[src/rtl/rob_commit_ctrl.sv]
// Commit sequencer between the reorder-buffer head and the architectural register file.
// Retires at most one head entry every two cycles: register writes, store release/wait, and misprediction roll-back.
module rob_commit_ctrl #(
    parameter int ROB_ID_W     = 4,
    parameter int REG_IDX_W    = 5,
    parameter int DATA_W       = 32,
    parameter int FLUSH_CYCLES = 2
) (
    input  logic                 clk,
    input  logic                 rst,
    input  logic                 rdy,
    input  logic                 head_valid,
    input  logic                 head_ready,
    input  logic [ROB_ID_W-1:0]  head_id,
    input  logic [1:0]           head_type,
    input  logic [REG_IDX_W-1:0] head_rd,
    input  logic [DATA_W-1:0]    head_value,
    input  logic                 head_mispredict,
    input  logic [DATA_W-1:0]    head_target_pc,
    input  logic                 lsb_store_done,
    output logic                 rob_pop,
    output logic                 rf_we,
    output logic [REG_IDX_W-1:0] rf_rd,
    output logic [DATA_W-1:0]    rf_value,
    output logic [ROB_ID_W-1:0]  rf_rob_id,
    output logic                 lsb_store_commit,
    output logic [ROB_ID_W-1:0]  lsb_store_id,
    output logic                 rollback_flag,
    output logic [DATA_W-1:0]    rollback_pc,
    output logic [31:0]          commit_count
);

    localparam int CNT_W = $clog2(FLUSH_CYCLES + 1);
    localparam logic [CNT_W-1:0] FLUSH_INIT = CNT_W'(FLUSH_CYCLES);
    localparam logic [CNT_W-1:0] FLUSH_LAST = CNT_W'(1);

    typedef enum logic [1:0] {
        S_IDLE    = 2'b00,
        S_WAIT_ST = 2'b01,
        S_FLUSH   = 2'b10
    } state_t;

    state_t                 state, state_nxt;
    logic [CNT_W-1:0]       flush_cnt, flush_cnt_nxt;

    logic                   rob_pop_nxt;
    logic                   rf_we_nxt;
    logic [REG_IDX_W-1:0]   rf_rd_nxt;
    logic [DATA_W-1:0]      rf_value_nxt;
    logic [ROB_ID_W-1:0]    rf_rob_id_nxt;
    logic                   lsb_store_commit_nxt;
    logic [ROB_ID_W-1:0]    lsb_store_id_nxt;
    logic                   rollback_flag_nxt;
    logic [DATA_W-1:0]      rollback_pc_nxt;
    logic [31:0]            commit_count_nxt;

    // A head that was just popped is still presented for one cycle until the ROB advances.
    logic                   commit_take;
    assign commit_take = head_valid & head_ready & ~rob_pop;

    always_ff @(posedge clk or negedge rst) begin
        if (!rst) begin
            state     <= S_IDLE;
            flush_cnt <= '0;
        end else begin
            state     <= state_nxt;
            flush_cnt <= flush_cnt_nxt;
        end
    end

    always_comb begin
        state_nxt            = state;
        flush_cnt_nxt        = flush_cnt;
        rob_pop_nxt          = 1'b0;
        rf_we_nxt            = 1'b0;
        rf_rd_nxt            = rf_rd;
        rf_value_nxt         = rf_value;
        rf_rob_id_nxt        = rf_rob_id;
        lsb_store_commit_nxt = 1'b0;
        lsb_store_id_nxt     = lsb_store_id;
        rollback_flag_nxt    = rollback_flag;
        rollback_pc_nxt      = rollback_pc;
        commit_count_nxt     = commit_count;

        if (rdy) begin
            case (state)
                S_IDLE: begin
                    if (commit_take) begin
                        if (head_type == 2'b01) begin
                            lsb_store_commit_nxt = 1'b1;
                            lsb_store_id_nxt     = head_id;
                            state_nxt            = S_WAIT_ST;
                        end else begin
                            // Reg-write, branch link and the reserved type all retire the same way.
                            rob_pop_nxt      = 1'b1;
                            commit_count_nxt = commit_count + 32'd1;
                            if (head_rd != '0) begin
                                rf_we_nxt     = 1'b1;
                                rf_rd_nxt     = head_rd;
                                rf_value_nxt  = head_value;
                                rf_rob_id_nxt = head_id;
                            end
                            if (head_type == 2'b10 && head_mispredict) begin
                                rollback_flag_nxt = 1'b1;
                                rollback_pc_nxt   = head_target_pc;
                                flush_cnt_nxt     = FLUSH_INIT;
                                state_nxt         = S_FLUSH;
                            end
                        end
                    end
                end
                S_WAIT_ST: begin
                    if (lsb_store_done) begin
                        rob_pop_nxt      = 1'b1;
                        commit_count_nxt = commit_count + 32'd1;
                        state_nxt        = S_IDLE;
                    end
                end
                S_FLUSH: begin
                    if (flush_cnt == FLUSH_LAST) begin
                        rollback_flag_nxt = 1'b0;
                        flush_cnt_nxt     = '0;
                        state_nxt         = S_IDLE;
                    end else begin
                        flush_cnt_nxt = flush_cnt - FLUSH_LAST;
                    end
                end
                default: begin
                    state_nxt = S_IDLE;
                end
            endcase
        end
    end

    always_ff @(posedge clk or negedge rst) begin
        if (!rst) begin
            rob_pop          <= 1'b0;
            rf_we            <= 1'b0;
            rf_rd            <= '0;
            rf_value         <= '0;
            rf_rob_id        <= '0;
            lsb_store_commit <= 1'b0;
            lsb_store_id     <= '0;
            rollback_flag    <= 1'b0;
            rollback_pc      <= '0;
            commit_count     <= '0;
        end else begin
            rob_pop          <= rob_pop_nxt;
            rf_we            <= rf_we_nxt;
            rf_rd            <= rf_rd_nxt;
            rf_value         <= rf_value_nxt;
            rf_rob_id        <= rf_rob_id_nxt;
            lsb_store_commit <= lsb_store_commit_nxt;
            lsb_store_id     <= lsb_store_id_nxt;
            rollback_flag    <= rollback_flag_nxt;
            rollback_pc      <= rollback_pc_nxt;
            commit_count     <= commit_count_nxt;
        end
    end

endmodule
[config.mk]
export PLATFORM = sky130hd
export DESIGN_NAME = rob_commit_ctrl
export DESIGN_NICKNAME = d
export VERILOG_FILES = /design/src/rtl/rob_commit_ctrl.sv
export SDC_FILE = /design/constraint.sdc
export NUM_CORES = 1
export LEC_CHECK = 0
export BUFFER_PORTS_ARGS = -buffer_cell sky130_fd_sc_hd__buf_4
export CAP_MARGIN = 0
export CORE_AREA = 2 2 121 123
export CTS_CLUSTER_SIZE = 8
export DETAILED_ROUTE_END_ITERATION = 12
export DIE_AREA = 0 0 123 125
export PLACE_DENSITY = 0.73
export SKIP_LAST_GASP = 1
export SYNTH_ARGS = -nofsm -noshare
export SYNTH_HDL_FRONTEND = slang
export SYNTH_SLANG_ARGS = --single-unit
[constraint.sdc]
create_clock -name clk -period 1.77 [get_ports clk]
set_input_delay 0.0885 -clock clk [delete_from_list [all_inputs] [get_ports clk]]
set_output_delay 0.0885 -clock clk [all_outputs]
set_load 0.02 [all_outputs]
==> Word level (Yosys, flattened, before mapping) <==
Index checks and enable logic that the tools add are counted.
{ "totals": {"in_bits": 82, "ram_bits": 0, "reg_bits": 117, "rom_bits": 0, "memories": 0, "elab_cells": 74, "latch_bits": 0, "out_inout_bits": 113} }
{ "op_classes": {"n_shift": 0, "bitwise": 4, "reduce_logical": 12, "n_mux": 33, "n_lt_le_gt_ge": 0, "addsub": 2, "eq_ne": 11, "multipliers": 0, "div_mod_pow": 0} }
{ "ops": {"columns": ["cell", "n"], "rows": [
  ["32-bit 2-to-1 mux", 3],
  ["32-bit case mux with 2 select lines", 1],
  ["32-bit by 1-bit adder with 32-bit output (second input constant)", 1],
  ["5-bit AND reduction", 5],
  ["1-bit 2-to-1 mux", 17],
  ["2-bit 2-to-1 mux", 8],
  ["2-bit != test (second input constant)", 5],
  ["2-bit by 1-bit == test with 1-bit output (second input constant)", 3],
  ["2-bit case mux with 3 select lines", 1],
  ["6-bit AND reduction", 1],
  ["5-bit nonzero test", 1],
  ["2-bit == test (second input constant)", 2],
  ["1-bit case mux with 2 select lines", 2],
  ["2-bit case mux with 2 select lines", 1],
  ["4-bit AND reduction", 1],
  ["2-bit nonzero test", 2],
  ["3-bit != test (second input constant)", 1],
  ["1-bit bitwise AND", 2],
  ["2-bit zero test", 1],
  ["1-bit NOT", 2],
  ["2-bit by 1-bit subtractor with 2-bit output (second input constant)", 1],
  ["1-bit logical AND", 1]
]} }

==> Longest topological paths before layout <==
{ "logic_depth": {"depth_word": 6, "ltp_mapped": 7} }

==> Worst setup path before layout <==
Ideal clock, no wire load.
{ "synth_path": {"path_kind": "flip-flop to flip-flop", "startpoint": "register state[1]", "endpoint": "register rollback_pc[0]", "n_path_buf": 2, "synth_period_minus_slack_ns": 1.898, "arrival_time_ns": 1.773, "slack_ns": -0.128, "path_stages_with_launch": 7, "path_cell_list": "dfrtp_1 buf_6 nor3b_1 nand3_1 nor2_1 buf_4 mux2_2"} }
{ "synth_via": {"elab_chain_len": 2} }
{ "synth_lines": {"columns": ["item", "line_no", "source"], "rows": [
  ["start: declaration", "43", "state_t state, state_nxt;"],
  ["start signal: assignment", "66", "state <= state_nxt;"],
  ["2-bit zero test", "86", "case (state)"],
  ["5-bit AND reduction (no source line)", null, null],
  ["end signal: assignment", "156", "rollback_pc <= rollback_pc_nxt;"],
  ["end: declaration", "29", "output logic [DATA_W-1:0] rollback_pc,"]
]} }
No other way between the ends.
A chain may end at the register's enable or synchronous reset.

==> Worst setup path in the final report <==
{ "layout_path": {"startpoint": "register state[1]", "endpoint": "register commit_count[14]"} }
{ "layout_via": {"elab_chain_len": 3, "elab_cells_between_ends": 8, "cone_classes": "eq/ne: 4; mux: 1; reduce/logical: 3"} }
{ "layout_lines": {"columns": ["item", "line_no", "source"], "rows": [
  ["2-bit by 1-bit == test with 1-bit output or 2-bit zero test (tied branches)", "86", null],
  ["2-bit != test (no source line) or 2-bit nonzero test (tied branches)", null, null],
  ["5-bit AND reduction (no source line)", null, null],
  ["end signal: assignment", "157", "commit_count <= commit_count_nxt;"],
  ["end: declaration", "30", "output logic [31:0] commit_count"]
]} }
Parallel ways exist; a longest one is shown, timed or not.

==> impl_metrics.yaml <==
sta:
  setup_violations: 13
  relSlewSlack_pct: 57.41
  hold_viol: 0
  worst_slew_pin_slew_ns: 0.6388
  fin_crit_sh_pct: 102.9
  fin_ws_ns: -0.05178
  min_period_ns: 1.822
  hold_slack_ns: 0.07063
  slew_violations: 0
  clock-skew-final_ns: 0.008611
  max_freq_mhz: 548.9
  rsz0062_at_grt: "true"
power:
  p_per_area_mw_per_mm2: 1333
  power_frac_comb_pct: 36.6
  intPower_mw: 7.531
  power.switching_mw: 3.673
  leakage_nw: 4.181
  clockPowerShare_pct: 27.8
  power.share.switching_pct: 32.79
  seq_power_share_pct: 35.7
  vdd_drop_max_v: 0.0005506
synth:
  yosys_warnings: 0
  synth_seq_area_share_pct: 60.31
  synthesis.area_sq_mm: 0.004855
  synth_top_area_cell: "dfrtp_1"
  synthTopCellsByCount: "dfrtp_1, mux2_2, xor2_1, nor4_1, nand4_1"
  post-synth-top-count-cell: "dfrtp_1"
  synth_fp_nets: 437
  netlist_top_cells_area: "dfrtp_1, mux2_2, xor2_1, xnor2_1, nor4_1"
  ys_ff_latch: 117
  ys_types: 43
  dominantRegCellSynth: "dfrtp_1"
  avgSynthCellArea_sq_um: 13.75
  yosysTopAreaCellShare_pct: 60.31
  syn_inst: 353
  synth_edf_count: 0
  synthArstFlopShare_pct: 100.0
clock_network:
  cts_htree_levels: 4
  cts_root_buf: "clkbuf_16"
  cts_buffer_depth: 2
  cts_sinks: 117
  tritoncts: "done"
  numCtsBuffers: 17
  path_clk_slew_ns: 0.05
  clkLatencyLatePin_ns: 0.41
route:
  routed_via_density: 4.822
  drt_wl_total_um: 15260
  drc: 0
  drt-pass1-iter-count: 4
  antenna_left: 0
  wl_per_cell_um: 18.03
  first_iter_violations: 124
  num_vias: 4079
placement:
  post-dp-hpwl_um: 8874
  preCtsSetupSlack_ns: -0.1099
  gp_congestion: 0.7877
  portBuffers: 194
floorplan:
  die_h_um: 125
  core_area_sq_mm: 0.01420
  die_width_um: 123
  dieArea_sq_mm: 0.01538
  initial_core_util_pct: 34.18
  rows: 44
  ios: 195
final_layout:
  antennaDiodeCount: 0
  fillers: 1084
  nets: 735
  drive_gt1_share_pct: 51.96
  area_delta_synth_final_pct: 73.12
global_route:
  grt-ovfl-total: 0
  grt_max_degree: 118
  groute.usage.overall_pct: 18.20
  grt_pass1_wl_um: 21470
  grt_pass1_vias: 4271
  antenna_found_initial: 0
worst_setup_path:
  path_max_fanout: 20
  critical_path_class: "reg2reg"
  worstSetupEndpointType: "flip-flop"
  start_kind: "flip-flop"
  rrSetupSlack_ns: -0.05
  cp_data_required_time_ns: 2.10
  worstPathArrival_ns: 2.15
run_status:
  failed_checks: "setup timing"
  outcome: "finished with violations"
job:
  maxCapViolCount: 0
hold_path:
  hp-class: "in2reg"
## cell usage in the layout (no fill, tap or decap), types with 6 or more instances in the layout
cell type and count:
buf_12 7, buf_4 206, clkbuf_16 20, dfrtp_1 117, dlygate4sd3_1 77, inv_1 6, mux2_2 44, mux2_4 31
nand2_1 13, nand3_1 11, nand4_1 15, nor2_1 7, nor4_4 11, xnor2_1 13, xor2_1 18
## cell type report
type / instances / area, sq um / share of cell area [%]
sequential: 117 / 2928 / 34.84
clock buffer: 25 / 485.5 / 5.776
tap: 184 / 230.2 / 2.739
multi-input combinational: 214 / 2126 / 25.29
clock inverter: 5 / 50.05 / 0.5955
timing repair buffer: 295 / 2562 / 30.49
inverter: 6 / 22.52 / 0.2680
## worst max-delay path, cell delays in order (launching register included)
cell     delay (ns)
dfrtp_1        0.39
or3b_1         0.37
o31a_1         0.30
buf_12         0.19
nor4_2         0.33
xor2_1         0.17
## power groups by stage
stage	sequential, mW	clock (mW)	combinational (mW)
global route	4.09	3.31	4.32
detailed placement	3.98	0	3.63
floorplan	4.83	0	0.968
finish	4.00	3.11	4.10
CTS	3.94	3.19	3.81
global placement	3.92	0	3.55
## cells by family after synthesis
logic type | after synthesis | share of synthesized area [%]
AOI/OAI and AO/OA | 12 | 1.933
xor gates and xnor gates | 31 | 5.593
muxes | 76 | 17.60
adders and majority gates | 2 | 0.5154
and+or+nand+nor | 93 | 11.19
DFF | 117 | 60.31
buffers and inverters | 22 | 2.861
## metal layers
| layer | vias up | routed length [um] | GRT usage (%) |
|---|---|---|---|
| li1 | 1854 | - | - |
| met1 | 2028 | 5803 | 19.57 |
| met2 | 161 | 8123 | 32.69 |
| met3 | 36 | 960 | 5.292 |
| met4 | 0 | 370 | 7.888 |
| met5 | - | 0 | 0 |
## flip-flops by register name, summed over array words and instances, names as in the netlist
name              count
rollback_flag         1
state                 2
lsb_store_id          4
rf_rd                 5
lsb_store_commit      1
rollback_pc          32
rob_pop               1
rf_rob_id             4
rf_we                 1
rf_value             32
commit_count         32
flush_cnt             2
## worst paths after layout
kind                                       start          endpoint  cells after the start
worst min-delay path              lsb_store_done          state[0]                      3
worst min register to register  commit_count[23]  commit_count[23]                      1
min in group asynchronous                    rst   lsb_store_id[3]                      3
max in group asynchronous                    rst          rf_rd[3]                      3
worst max register to register          state[1]  commit_count[14]                      5
worst max-delay path                    state[1]  commit_count[14]                      5
## stage by stage
step	util (%)	instance area (sq um)	total power, mW	TNS [ns]	std cells
2_1_floorplan	-	4881	5.799	-0.5460	353
3_3_place_gp	46.46	6599	7.474	-0.09714	727
3_5_place_dp	46.46	6599	7.608	-1.030	727
4_1_cts	56.62	8043	10.94	-0.6016	834
5_1_grt	59.17	8404	11.72	-3.884	846
6_report	59.17	8404	11.20	-0.3624	846
## timing repair
action,in CTS,in global routing
endpoints found under the hold margin,196,0
resized for setup,20,44
hold buffers,77,0
pin swaps,1,11
setup buffers,0,7
setup endpoints to repair,16,94
cloned,0,5
No activity file was read; power rests on OpenSTA's default activity.
